### config.mk
export PLATFORM = sky130hd
export DESIGN_NAME = demux14_flat
export DESIGN_NICKNAME = d
export VERILOG_FILES = /design/src/rtl/demux14_if.sv /design/src/rtl/demux14.sv /design/src/flat_wrapper.sv
export SDC_FILE = /design/constraint.sdc
export NUM_CORES = 1
export LEC_CHECK = 0
export CAP_MARGIN = 20
export CORE_AREA = 4 4 46 78
export DETAILED_ROUTE_END_ITERATION = 6
export DIE_AREA = 0 0 50 82
export MAX_ROUTING_LAYER = met4
export PLACE_DENSITY = 0.59
export SLEW_MARGIN = 10
export SYNTH_ARGS = -nofsm -noshare
export SYNTH_HDL_FRONTEND = slang
export SYNTH_SLANG_ARGS = --single-unit
### constraint.sdc
create_clock -name clk -period 1.7 [get_ports clk]
set_input_delay 0.425 -clock clk [delete_from_list [all_inputs] [get_ports clk]]
set_output_delay 0.425 -clock clk [all_outputs]
set_load 0.01 [all_outputs]
### src/rtl/demux14_if.sv
// Stream/lane bundle for demux14: one 4-bit valid-qualified input stream, four output lanes.
// word_count exists only when DEMUX14_WORDCOUNT_EN is defined.
interface demux14_if;
    logic [3:0] data_in;
    logic       valid_in;
    logic [3:0] data_out_0;
    logic [3:0] data_out_1;
    logic [3:0] data_out_2;
    logic [3:0] data_out_3;
    logic       valid_out_0;
    logic       valid_out_1;
    logic       valid_out_2;
    logic       valid_out_3;
`ifdef DEMUX14_WORDCOUNT_EN
    logic [7:0] word_count;
`endif

    modport master (
        output data_in, output valid_in,
        input  data_out_0, input data_out_1, input data_out_2, input data_out_3,
        input  valid_out_0, input valid_out_1, input valid_out_2, input valid_out_3
`ifdef DEMUX14_WORDCOUNT_EN
        , input word_count
`endif
    );

    modport slave (
        input  data_in, input valid_in,
        output data_out_0, output data_out_1, output data_out_2, output data_out_3,
        output valid_out_0, output valid_out_1, output valid_out_2, output valid_out_3
`ifdef DEMUX14_WORDCOUNT_EN
        , output word_count
`endif
    );
endinterface

### src/rtl/demux14.sv
// Clocked 1:4 round-robin demultiplexer; idle cycles do not advance the lane pointer.
// Optional DEMUX14_WORDCOUNT_EN adds an 8-bit wrapping delivered-word counter.
module demux14 (
    input  logic      clk,
    input  logic      reset_L,
    demux14_if.slave  bus
);
    typedef enum logic [1:0] {LANE0 = 2'd0, LANE1 = 2'd1, LANE2 = 2'd2, LANE3 = 2'd3} lane_t;

    lane_t      lane;
    logic [3:0] data_q [4];
    logic [3:0] valid_q;
`ifdef DEMUX14_WORDCOUNT_EN
    logic [7:0] word_count_q;
`endif

    always_ff @(posedge clk) begin
        if (!reset_L) begin
            lane    <= LANE0;
            valid_q <= '0;
            for (int unsigned i = 0; i < 4; i++) data_q[i] <= '0;
`ifdef DEMUX14_WORDCOUNT_EN
            word_count_q <= '0;
`endif
        end else begin
            valid_q <= '0;
            if (bus.valid_in) begin
                // data registers are written only on valid words, so idle data never reaches them
                data_q[lane]  <= bus.data_in;
                valid_q[lane] <= 1'b1;
                case (lane)
                    LANE0:   lane <= LANE1;
                    LANE1:   lane <= LANE2;
                    LANE2:   lane <= LANE3;
                    default: lane <= LANE0;
                endcase
`ifdef DEMUX14_WORDCOUNT_EN
                word_count_q <= word_count_q + 8'd1;
`endif
            end
        end
    end

    assign bus.data_out_0  = data_q[0];
    assign bus.data_out_1  = data_q[1];
    assign bus.data_out_2  = data_q[2];
    assign bus.data_out_3  = data_q[3];
    assign bus.valid_out_0 = valid_q[0];
    assign bus.valid_out_1 = valid_q[1];
    assign bus.valid_out_2 = valid_q[2];
    assign bus.valid_out_3 = valid_q[3];
`ifdef DEMUX14_WORDCOUNT_EN
    assign bus.word_count  = word_count_q;
`endif
endmodule
### src/flat_wrapper.sv
// flat-port wrapper written by rule: the top's interface ports become plain ports
module demux14_flat 
  (clk, reset_L, bus_data_in, bus_valid_in, bus_data_out_0, bus_data_out_1, bus_data_out_2, bus_data_out_3, bus_valid_out_0, bus_valid_out_1, bus_valid_out_2, bus_valid_out_3);
  demux14_if bus_i ();
  input  logic clk;
  input  logic reset_L;
  input wire logic [$bits(bus_i.data_in)-1:0] bus_data_in;
  input wire logic [$bits(bus_i.valid_in)-1:0] bus_valid_in;
  output wire logic [$bits(bus_i.data_out_0)-1:0] bus_data_out_0;
  output wire logic [$bits(bus_i.data_out_1)-1:0] bus_data_out_1;
  output wire logic [$bits(bus_i.data_out_2)-1:0] bus_data_out_2;
  output wire logic [$bits(bus_i.data_out_3)-1:0] bus_data_out_3;
  output wire logic [$bits(bus_i.valid_out_0)-1:0] bus_valid_out_0;
  output wire logic [$bits(bus_i.valid_out_1)-1:0] bus_valid_out_1;
  output wire logic [$bits(bus_i.valid_out_2)-1:0] bus_valid_out_2;
  output wire logic [$bits(bus_i.valid_out_3)-1:0] bus_valid_out_3;
  assign bus_i.data_in = bus_data_in;
  assign bus_i.valid_in = bus_valid_in;
  assign bus_data_out_0 = bus_i.data_out_0;
  assign bus_data_out_1 = bus_i.data_out_1;
  assign bus_data_out_2 = bus_i.data_out_2;
  assign bus_data_out_3 = bus_i.data_out_3;
  assign bus_valid_out_0 = bus_i.valid_out_0;
  assign bus_valid_out_1 = bus_i.valid_out_1;
  assign bus_valid_out_2 = bus_i.valid_out_2;
  assign bus_valid_out_3 = bus_i.valid_out_3;
  demux14 u_core (.clk(clk), .reset_L(reset_L), .bus(bus_i));
endmodule
======== Yosys cells after proc, flatten, opt, wreduce, memory -nomap -nowiden ========
Memories as Yosys holds them, arrays and structs flattened.
Cells that the tools add are included.
storage, ports and cells
  input port bits ......................... 7
  memory bits (writable) .................. 16
  memories kept ........................... 1
  output and inout port bits .............. 20
  bits in latches ......................... 0
  logic and storage cells ................. 21
  bits in registers ....................... 6
  memory bits (read-only) ................. 0
cells by class
  bitwise logic cells ..................... 0
  multiply operators ...................... 0
  shift-type cells ........................ 0
  equality and inequality tests ........... 2
  magnitude comparators ................... 2
  reduce and logical (&&, ||, !) cells .... 4
  div/mod/pow operators ................... 0
  add/sub/neg operators ................... 0
  mux-type cells .......................... 10
memories
  name           words  bits a word  read ports  clocked after Yosys merged registers in  wr ports  RTL line       RTL
  u_core.data_q  4      4            4           0                                        4         demux14.sv:11  logic [3:0] data_q [4];
operators by type and width
  cell                                                 number
  two-way mux 1 bit                                    6
  case mux 2 bit (3 select lines)                      1
  two-way mux 4 bit                                    1
  OR reduction 4 bit                                   1
  < comparator 2 x 3 -> 1 bit, second input constant   1
  demux 1 bit (select 2 bit)                           1
  equality test 2 x 1 -> 1 bit, second input constant  1
  equality test 2 bit, second input constant           1
  >= comparator 2 x 1 -> 1 bit, second input constant  1
  logical NOT 2 bit                                    1
  two-way mux 2 bit                                    1
  AND reduction 2 bit                                  1
  logical AND 1 bit                                    1

======== Longest topological paths before layout ========
Gate-level depths: netlist (run 1).
  word-level depth ........................ 5
  gate-level depth with buffers ........... 5

======== Worst setup path before layout (run 1) ========
No wires, ideal clock.
  path kind ............................... register -> register
  start ................................... reg u_core.lane[0]
  end ..................................... mem u_core.data_q[0][0], enable pin
  clock period less this slack ............ 1.268 ns
  cell stages (with the launch flop) ...... 3
  slack ................................... 0.432 ns
  setup time .............................. 0.361 ns
  data required time ...................... 1.339 ns
  data arrival time ....................... 0.906 ns
  path buffers ............................ 0
  cells stage by stage .................... dfxtp_1 > nand2b_2 > o21ai_0
RTL lines
  what                    RTL line       RTL
  start, declared         demux14.sv:10  lane_t lane;
  start signal, assigned  demux14.sv:19  lane <= LANE0;
  start signal, assigned  demux14.sv:32  LANE0: lane <= LANE1;
  start signal, assigned  demux14.sv:33  LANE1: lane <= LANE2;
  end, declared           demux14.sv:11

==> run summary, run 1 <==
============================================================================
Number of fill cells ..........................................          273
Most used cells in the layout excluding fill and tap cells .... sky130_fd_sc_hd__clkdlybuf4s50_1 (26), sky130_fd_sc_hd__edfxtp_1 (16), sky130_fd_sc_hd__and2_1 (13)
Number of failing hold endpoints at the final stage ...........            0
Maximum buffer depth of the clock tree ........................            2
Setup violations, final .......................................            0
Drt drc .......................................................            0
Post-Synthesis Mean Instance Area .............................   13.4 sq um
Die outline area .............................................. 0.00410 sq mm
Most common cell after layout, fill and taps aside ............ sky130_fd_sc_hd__clkdlybuf4s50_1
Core utilization of the finished layout .......................        44.4%
Final Instance Area ........................................... 0.00131 sq mm
Cell variety after synth ......................................           17
GR Util All Layers ............................................        8.61%
Maximum number of pins on one net before global-route repair ..           13
Fraction of the yosys area taken by sequential cells ..........        65.8%
Required time of the critical path ............................      1.59 ns
Initial cell density of the core ..............................        30.8%
Maximum Capacitance Violations ................................            0
Worst hold path class ......................................... register to register
Gates resized, CTS repair .....................................            0
Critical path's largest stage delay ...........................      0.50 ns
Initial detailed-routing violation count ......................            7
Combinational share of power ..................................        15.9%
CP arrival ....................................................      1.48 ns
Depth of the CTS H-tree .......................................            1
Kind of cell adding the most delay to the critical path ....... compound AO/OA/AOI/OAI gates
Sort of element at the start of the critical path ............. primary input
Clock-pin transition on the worst setup and hold timing paths .      0.07 ns
Fraction of power consumed by the clock network ...............        27.9%
Final weighted congestion in routability-driven placement .....        0.779
Part of the cycle the worst path needs ........................        93.9%
Crit end category .............................................     register
Post-detailed-route wirelength per cell .......................      11.3 um
TritonCTS clock tree ..........................................          yes
Synth Cell Area ...............................................    912 sq um
Post-CTS Hold Fix Bufs ........................................            0
Number of warnings printed during yosys synthesis .............            0
Outcome ....................................................... finished, final reports clean
Buffer type at the clock tree root ............................ sky130_fd_sc_hd__clkbuf_8
Total clock buffers created by CTS ............................            3
Setup slack of the worst register-to-register path ............      0.29 ns
Placeable core area ........................................... 0.00296 sq mm
Port buffer count .............................................           26
Final Critical Period .........................................      1.60 ns
Sum of routed wire length over all layers .....................      1.65 mm
Leakage power .................................................     0.534 nW
Max_slew headroom .............................................        60.2%
Synthesis-to-finish area growth ...............................        44.0%
R2r worst-path depth ..........................................            2
Clock sink total ..............................................           22
Relative contribution of sequential cells to total power ......        56.2%
Maximum net fanout on the critical path .......................            4
Category of the most critical setup path ...................... primary input to register
Largest voltage drop on the vdd net ...........................     0.277 mV
Transition time at the pin with the least slew margin .........     0.591 ns
Int Pwr .......................................................     0.876 mW
Critical Path Stages ..........................................            3
Net switching power of the design .............................     0.233 mW
RSZ-0062 raised after global routing ..........................           no
Vias in the first global route ................................          579
Global-route wire length before repair ........................      2.57 mm
Critical path, cell by cell ................................... clkdlybuf4s50_1 > nand2_1 > o21ai_0
Vias ..........................................................          599
Count of buffer and inverter cells on the critical path .......            1
Antenna diode instance count ..................................            0
First drt pass iteration count ................................            4
DIE WIDTH .....................................................        50 um
Nets@finish ...................................................          117
Vias per inst .................................................         4.10
I/O pin cnt ...................................................           27
Power density relative to cell area ...........................  843 mW/mm^2
Layout cells sized above 1 ....................................        14.4%
Antenna violations before repair ..............................            0
Placement row count ...........................................           26
Synthesis-stage register bit count ............................           22
Largest clock skew in the final design ........................   0.00250 ns
Crit-path slowest cell ........................................ sky130_fd_sc_hd__o21ai_0
Number of instances on the worst hold path ....................            3
Peak Freq .....................................................    0.627 GHz
Mapped Cells ..................................................           68
Post CTS Setup Buffer Count ...................................            0
Remaining global-route overflow ...............................            0
Total cell area at the placement stage ........................ 0.00127 sq mm
Post-Syn Nets .................................................           80
Switching share of total power ................................        21.0%
Final number of max-transition violations .....................            0
Count of antenna-violating nets left after detailed routing ...            0
Half-perimeter wire length after detailed placement ...........      1.35 mm
DIE HEIGHT ....................................................        82 um
Clk_lat worst skew ............................................      0.25 ns
============================================================================
==> state kept, by name, summed over array words and instances (netlist names) <==
| name | flops |
|---|---|
| u_core.data_q | 16 |
| u_core.lane | 2 |
| u_core.valid_q | 4 |
==> metal layers <==
layer	track usage (%)	part of all wire, %
met5	-	0
met3	0.907	4.8
met2	17.0	57
met1	7.29	35
met4	5.82	2.9
==> final cells by class <==
type                    instances  area (sq um)  area share (%)
flip-flops and latches         22           601            45.7
repair buffers                 34           320            24.4
multi-input cells              42           288            21.9
well taps                      42          52.6            4.00
clock buffers                   4          45.0            3.43
inverters                       2          7.51           0.571
==> metrics by stage <==
stage	std cells	TNS (ns)	hold WS, ns	setup slack, ns	total power [mW]
floorplan	68	0	0.578	0.432	0.708
global placement	142	-1.15	0.673	-0.0901	0.812
detailed placement	142	-1.80	0.678	-0.162	0.814
CTS	146	0	0.699	0.105	1.12
global route	146	0	0.763	0.0189	1.17
finish	146	0	0.683	0.104	1.11
==> cell families after synthesis <==
group	count (synthesis)	synth area share [%]
fa+ha+maj	5	6.86
mux	1	1.10
flops	22	65.8
compound gates	5	2.88
simple gates	31	20.7
buf+inv	4	2.61
==> cells in the mapped netlist <==
library cell	instances	area share [%]
sky130_fd_sc_hd__dfxtp_1	6	13
sky130_fd_sc_hd__nor2_2	3	2.1
sky130_fd_sc_hd__inv_1	2	0.82
sky130_fd_sc_hd__nor2_1	1	0.41
sky130_fd_sc_hd__nand2b_1	2	1.4
sky130_fd_sc_hd__nand2b_2	1	0.96
sky130_fd_sc_hd__and3_1	8	5.5
sky130_fd_sc_hd__o22ai_1	1	0.69
sky130_fd_sc_hd__mux2i_1	1	1.1
sky130_fd_sc_hd__ha_1	5	6.9
sky130_fd_sc_hd__nor2b_1	1	0.69
sky130_fd_sc_hd__o21ai_0	4	2.2
sky130_fd_sc_hd__nand2_1	2	0.82
sky130_fd_sc_hd__and2_1	13	8.9
sky130_fd_sc_hd__edfxtp_1	16	53
sky130_fd_sc_hd__buf_6	1	1.2
sky130_fd_sc_hd__buf_2	1	0.55
==> power groups by stage <==
| stage | sequential, mW | combinational [mW] | clock [mW] |
|---|---|---|---|
| finish | 0.623 | 0.176 | 0.309 |
| CTS | 0.623 | 0.180 | 0.320 |
| global route | 0.626 | 0.191 | 0.350 |
| floorplan | 0.654 | 0.0545 | 0 |
| global placement | 0.634 | 0.177 | 0 |
| detailed placement | 0.636 | 0.179 | 0 |
==> path summary, 6_finish.rpt <==
check / startpoint / end
hold / removal: u_core.lane[1] / u_core.lane[1]
hold reg to reg: u_core.lane[1] / u_core.lane[1]
setup / recovery: bus_valid_in / u_core.data_q[3][1]
setup reg to reg: u_core.lane[0] / u_core.data_q[3][1]
==> worst register-to-register path, stage by stage, from the launching register on <==
cell and delay [ns]:
sky130_fd_sc_hd__dfxtp_1 0.44, sky130_fd_sc_hd__nand2_1 0.11, sky130_fd_sc_hd__o21ai_0 0.50
Power figures use the tool's default switching activity.
==> run 2: changes to the inputs <==
CELL_PAD_IN_SITES_DETAIL_PLACEMENT = 2   (was unset)
CELL_PAD_IN_SITES_GLOBAL_PLACEMENT = 2   (was unset)
CORE_AREA = 4 4 48 82   (was 4 4 46 78)
DIE_AREA = 0 0 52 86   (was 0 0 50 82)
PLACE_DENSITY = 0.75   (was 0.59)
==> run 2 against run 1 <==
  * Register-to-register slack barely moved
  * First-iteration DRC count increased by 43%
  * Cell count increased by 2.7%
  * Sequential share of layout area down 0.39 points
  * Cell area grew 0.86%
  * Highest routed layer unchanged
  * Clock skew fell by 0.0016 ns
  * Sequential power up 1%
  * Worst setup slack gained 0.0013 ns
  * Critical endpoint is now bus_data_out_0[3]
==> run summary, run 2 (synthesis gave the netlist of run 1 again) <==
============================================================================
TritonCTS clock tree ..........................................          yes
Category of the most critical setup path ...................... register to primary output
Largest clock skew in the final design ........................  0.000909 ns   -0.00159 ns
Peak Freq .....................................................    0.627 GHz   about the same
Worst hold path class ......................................... register to register
Port buffer count .............................................           26   unchanged
Vias ..........................................................          643   +7.3%
Final weighted congestion in routability-driven placement .....        0.710   -8.8%
Outcome ....................................................... finished, final reports clean
Die outline area .............................................. 0.00447 sq mm   +9.1%
CP arrival ....................................................      1.17 ns   -0.31 ns
DIE WIDTH .....................................................        52 um   +4.0%
Depth of the CTS H-tree .......................................            1   unchanged
Initial detailed-routing violation count ......................           10   +3
Top flop regs ................................................. u_core.data_q: 16 flops, u_core.valid_q: 4 flops, u_core.lane: 2 flops
Max FFs per register ..........................................           16   unchanged
Antenna diode instance count ..................................            0   unchanged
RSZ-0062 raised after global routing ..........................           no
Count of buffer and inverter cells on the critical path .......            1   unchanged
Remaining global-route overflow ...............................            0   unchanged
Number of instances on the worst hold path ....................            2   -1
Layout cells sized above 1 ....................................        15.2%   +0.82 points
Maximum number of pins on one net before global-route repair ..           13   unchanged
I/O pin cnt ...................................................           27   unchanged
Count of antenna-violating nets left after detailed routing ...            0   unchanged
Setup violations, final .......................................            0   unchanged
Maximum buffer depth of the clock tree ........................            2   unchanged
Power density relative to cell area ...........................  853 mW/mm^2   +1.1%
Critical Path Stages ..........................................            1   -2
Register bank with the most flops ............................. u_core.data_q
Placement row count ...........................................           28   +7.7%
Sort of element at the start of the critical path .............     register
Most common cell after layout, fill and taps aside ............ sky130_fd_sc_hd__clkdlybuf4s50_1
GR Util All Layers ............................................        12.1%   +3.5 points
Largest voltage drop on the vdd net ...........................     0.348 mV   +26%
Maximum Capacitance Violations ................................            0   unchanged
Maximum net fanout on the critical path .......................            1   -3
Most used cells in the layout excluding fill and tap cells .... sky130_fd_sc_hd__clkdlybuf4s50_1 (26), sky130_fd_sc_hd__edfxtp_1 (16), sky130_fd_sc_hd__and2_1 (13)
Part of the cycle the worst path needs ........................        93.8%   about the same
Placeable core area ........................................... 0.00333 sq mm   +12%
Gates resized, CTS repair .....................................            0   unchanged
Total design power ............................................      1.13 mW   +2.0%
Clk_lat worst skew ............................................      0.26 ns   about the same
Nets@finish ...................................................          118   +0.85%
Critical path's largest stage delay ...........................      0.56 ns   +0.06 ns
Initial cell density of the core ..............................        27.4%   -3.4 points
Critical path, cell by cell ................................... clkdlybuf4s50_1
Max_slew headroom .............................................        80.4%   +20 points
Crit end category ............................................. primary output
Global-route wire length before repair ........................      3.65 mm   +42%
Antenna violations before repair ..............................            0   unchanged
Post CTS Setup Buffer Count ...................................            0   unchanged
Vias per inst .................................................         4.29   +4.5%
Crit-path slowest cell ........................................ sky130_fd_sc_hd__clkdlybuf4s50_1
Total clock buffers created by CTS ............................            3   unchanged
R2r worst-path depth ..........................................            5   +3
Drt drc .......................................................            0   unchanged
Clock sink total ..............................................           22   unchanged
Sum of routed wire length over all layers .....................      2.27 mm   +38%
Buffer type at the clock tree root ............................ sky130_fd_sc_hd__clkbuf_8
Required time of the critical path ............................      1.27 ns   -0.32 ns
Post-detailed-route wirelength per cell .......................      15.1 um   +34%
Number of failing hold endpoints at the final stage ...........            0   unchanged
Clock-pin transition on the worst setup and hold timing paths .      0.07 ns   about the same
Final Critical Period .........................................      1.59 ns   -0.00132 ns
Number of fill cells ..........................................          364   +33%
Transition time at the pin with the least slew margin .........     0.293 ns   -0.298 ns
Synthesis-to-finish area growth ...............................        45.3%
Post-CTS Hold Fix Bufs ........................................            0   unchanged
Leakage power .................................................     0.539 nW   +0.86%
DIE HEIGHT ....................................................        86 um   +4.9%
Vias in the first global route ................................          718   +24%
First drt pass iteration count ................................            4   unchanged
Hold slack final ..............................................     0.676 ns   -0.00701 ns
Half-perimeter wire length after detailed placement ...........      1.94 mm   +44%
Final number of max-transition violations .....................            0   unchanged
Kind of cell adding the most delay to the critical path ....... buffers and inverters
============================================================================
[run 2: final timing paths]
kind	slack [ns]	from	endpoint
min	0.68	u_core.lane[1]	u_core.lane[1]
max	0.11	u_core.data_q[0][3]	bus_data_out_0[3]
min reg2reg	0.68	u_core.lane[1]	u_core.lane[1]
max reg2reg	0.29	u_core.lane[1]	u_core.lane[0]
[run 2: stage by stage]
| stage | util [%] | TNS, ns | setup WS, ns | cells | instance area (sq um) |
|---|---|---|---|---|---|
| global placement | 38.5 | 0 | 0.00663 | 146 | 1280 |
| floorplan | - | 0 | 0.432 | 68 | 912 |
| CTS | 39.8 | 0 | 0.0868 | 150 | 1330 |
| finish | 39.8 | 0 | 0.105 | 150 | 1330 |
| global route | 39.8 | 0 | 0.0700 | 150 | 1330 |
| detailed placement | 38.5 | -0.123 | -0.0163 | 146 | 1280 |
[run 2: layer usage]
layer	vias to the layer above	track usage (%)	share of wire, %
met1	313	8.85	29
met5	-	-	0
met3	5	2.61	5.1
met4	0	8.59	3.1
met2	18	23.4	62
li1	307	-	-
[run 2: where the power goes]
| group | internal (mW) | total (mW) | switching (mW) | leakage [nW] |
|---|---|---|---|---|
| Combinational | 0.0999 | 0.183 | 0.0833 | 0.299 |
| Clock | 0.161 | 0.318 | 0.156 | 0.0231 |
| Sequential | 0.612 | 0.629 | 0.0177 | 0.217 |
| Total | 0.873 | 1.13 | 0.257 | 0.539 |
[run 2: worst min-delay path, cell delays in order, from the launching register on]
cell and delay [ns]:
sky130_fd_sc_hd__dfxtp_1 0.40, sky130_fd_sc_hd__mux2i_1 0.17, sky130_fd_sc_hd__nor2b_1 0.06
[run 2: area by class of cell]
cell class	count	area [sq um]	share of cell area, %
clock buffers	3	41.3	3.12
clock inverters	1	3.75	0.283
inverters	2	7.51	0.567
multi-input cells	42	288	21.7
flip-flops and latches	22	601	45.3
well taps	45	56.3	4.25
repair buffers	35	328	24.7
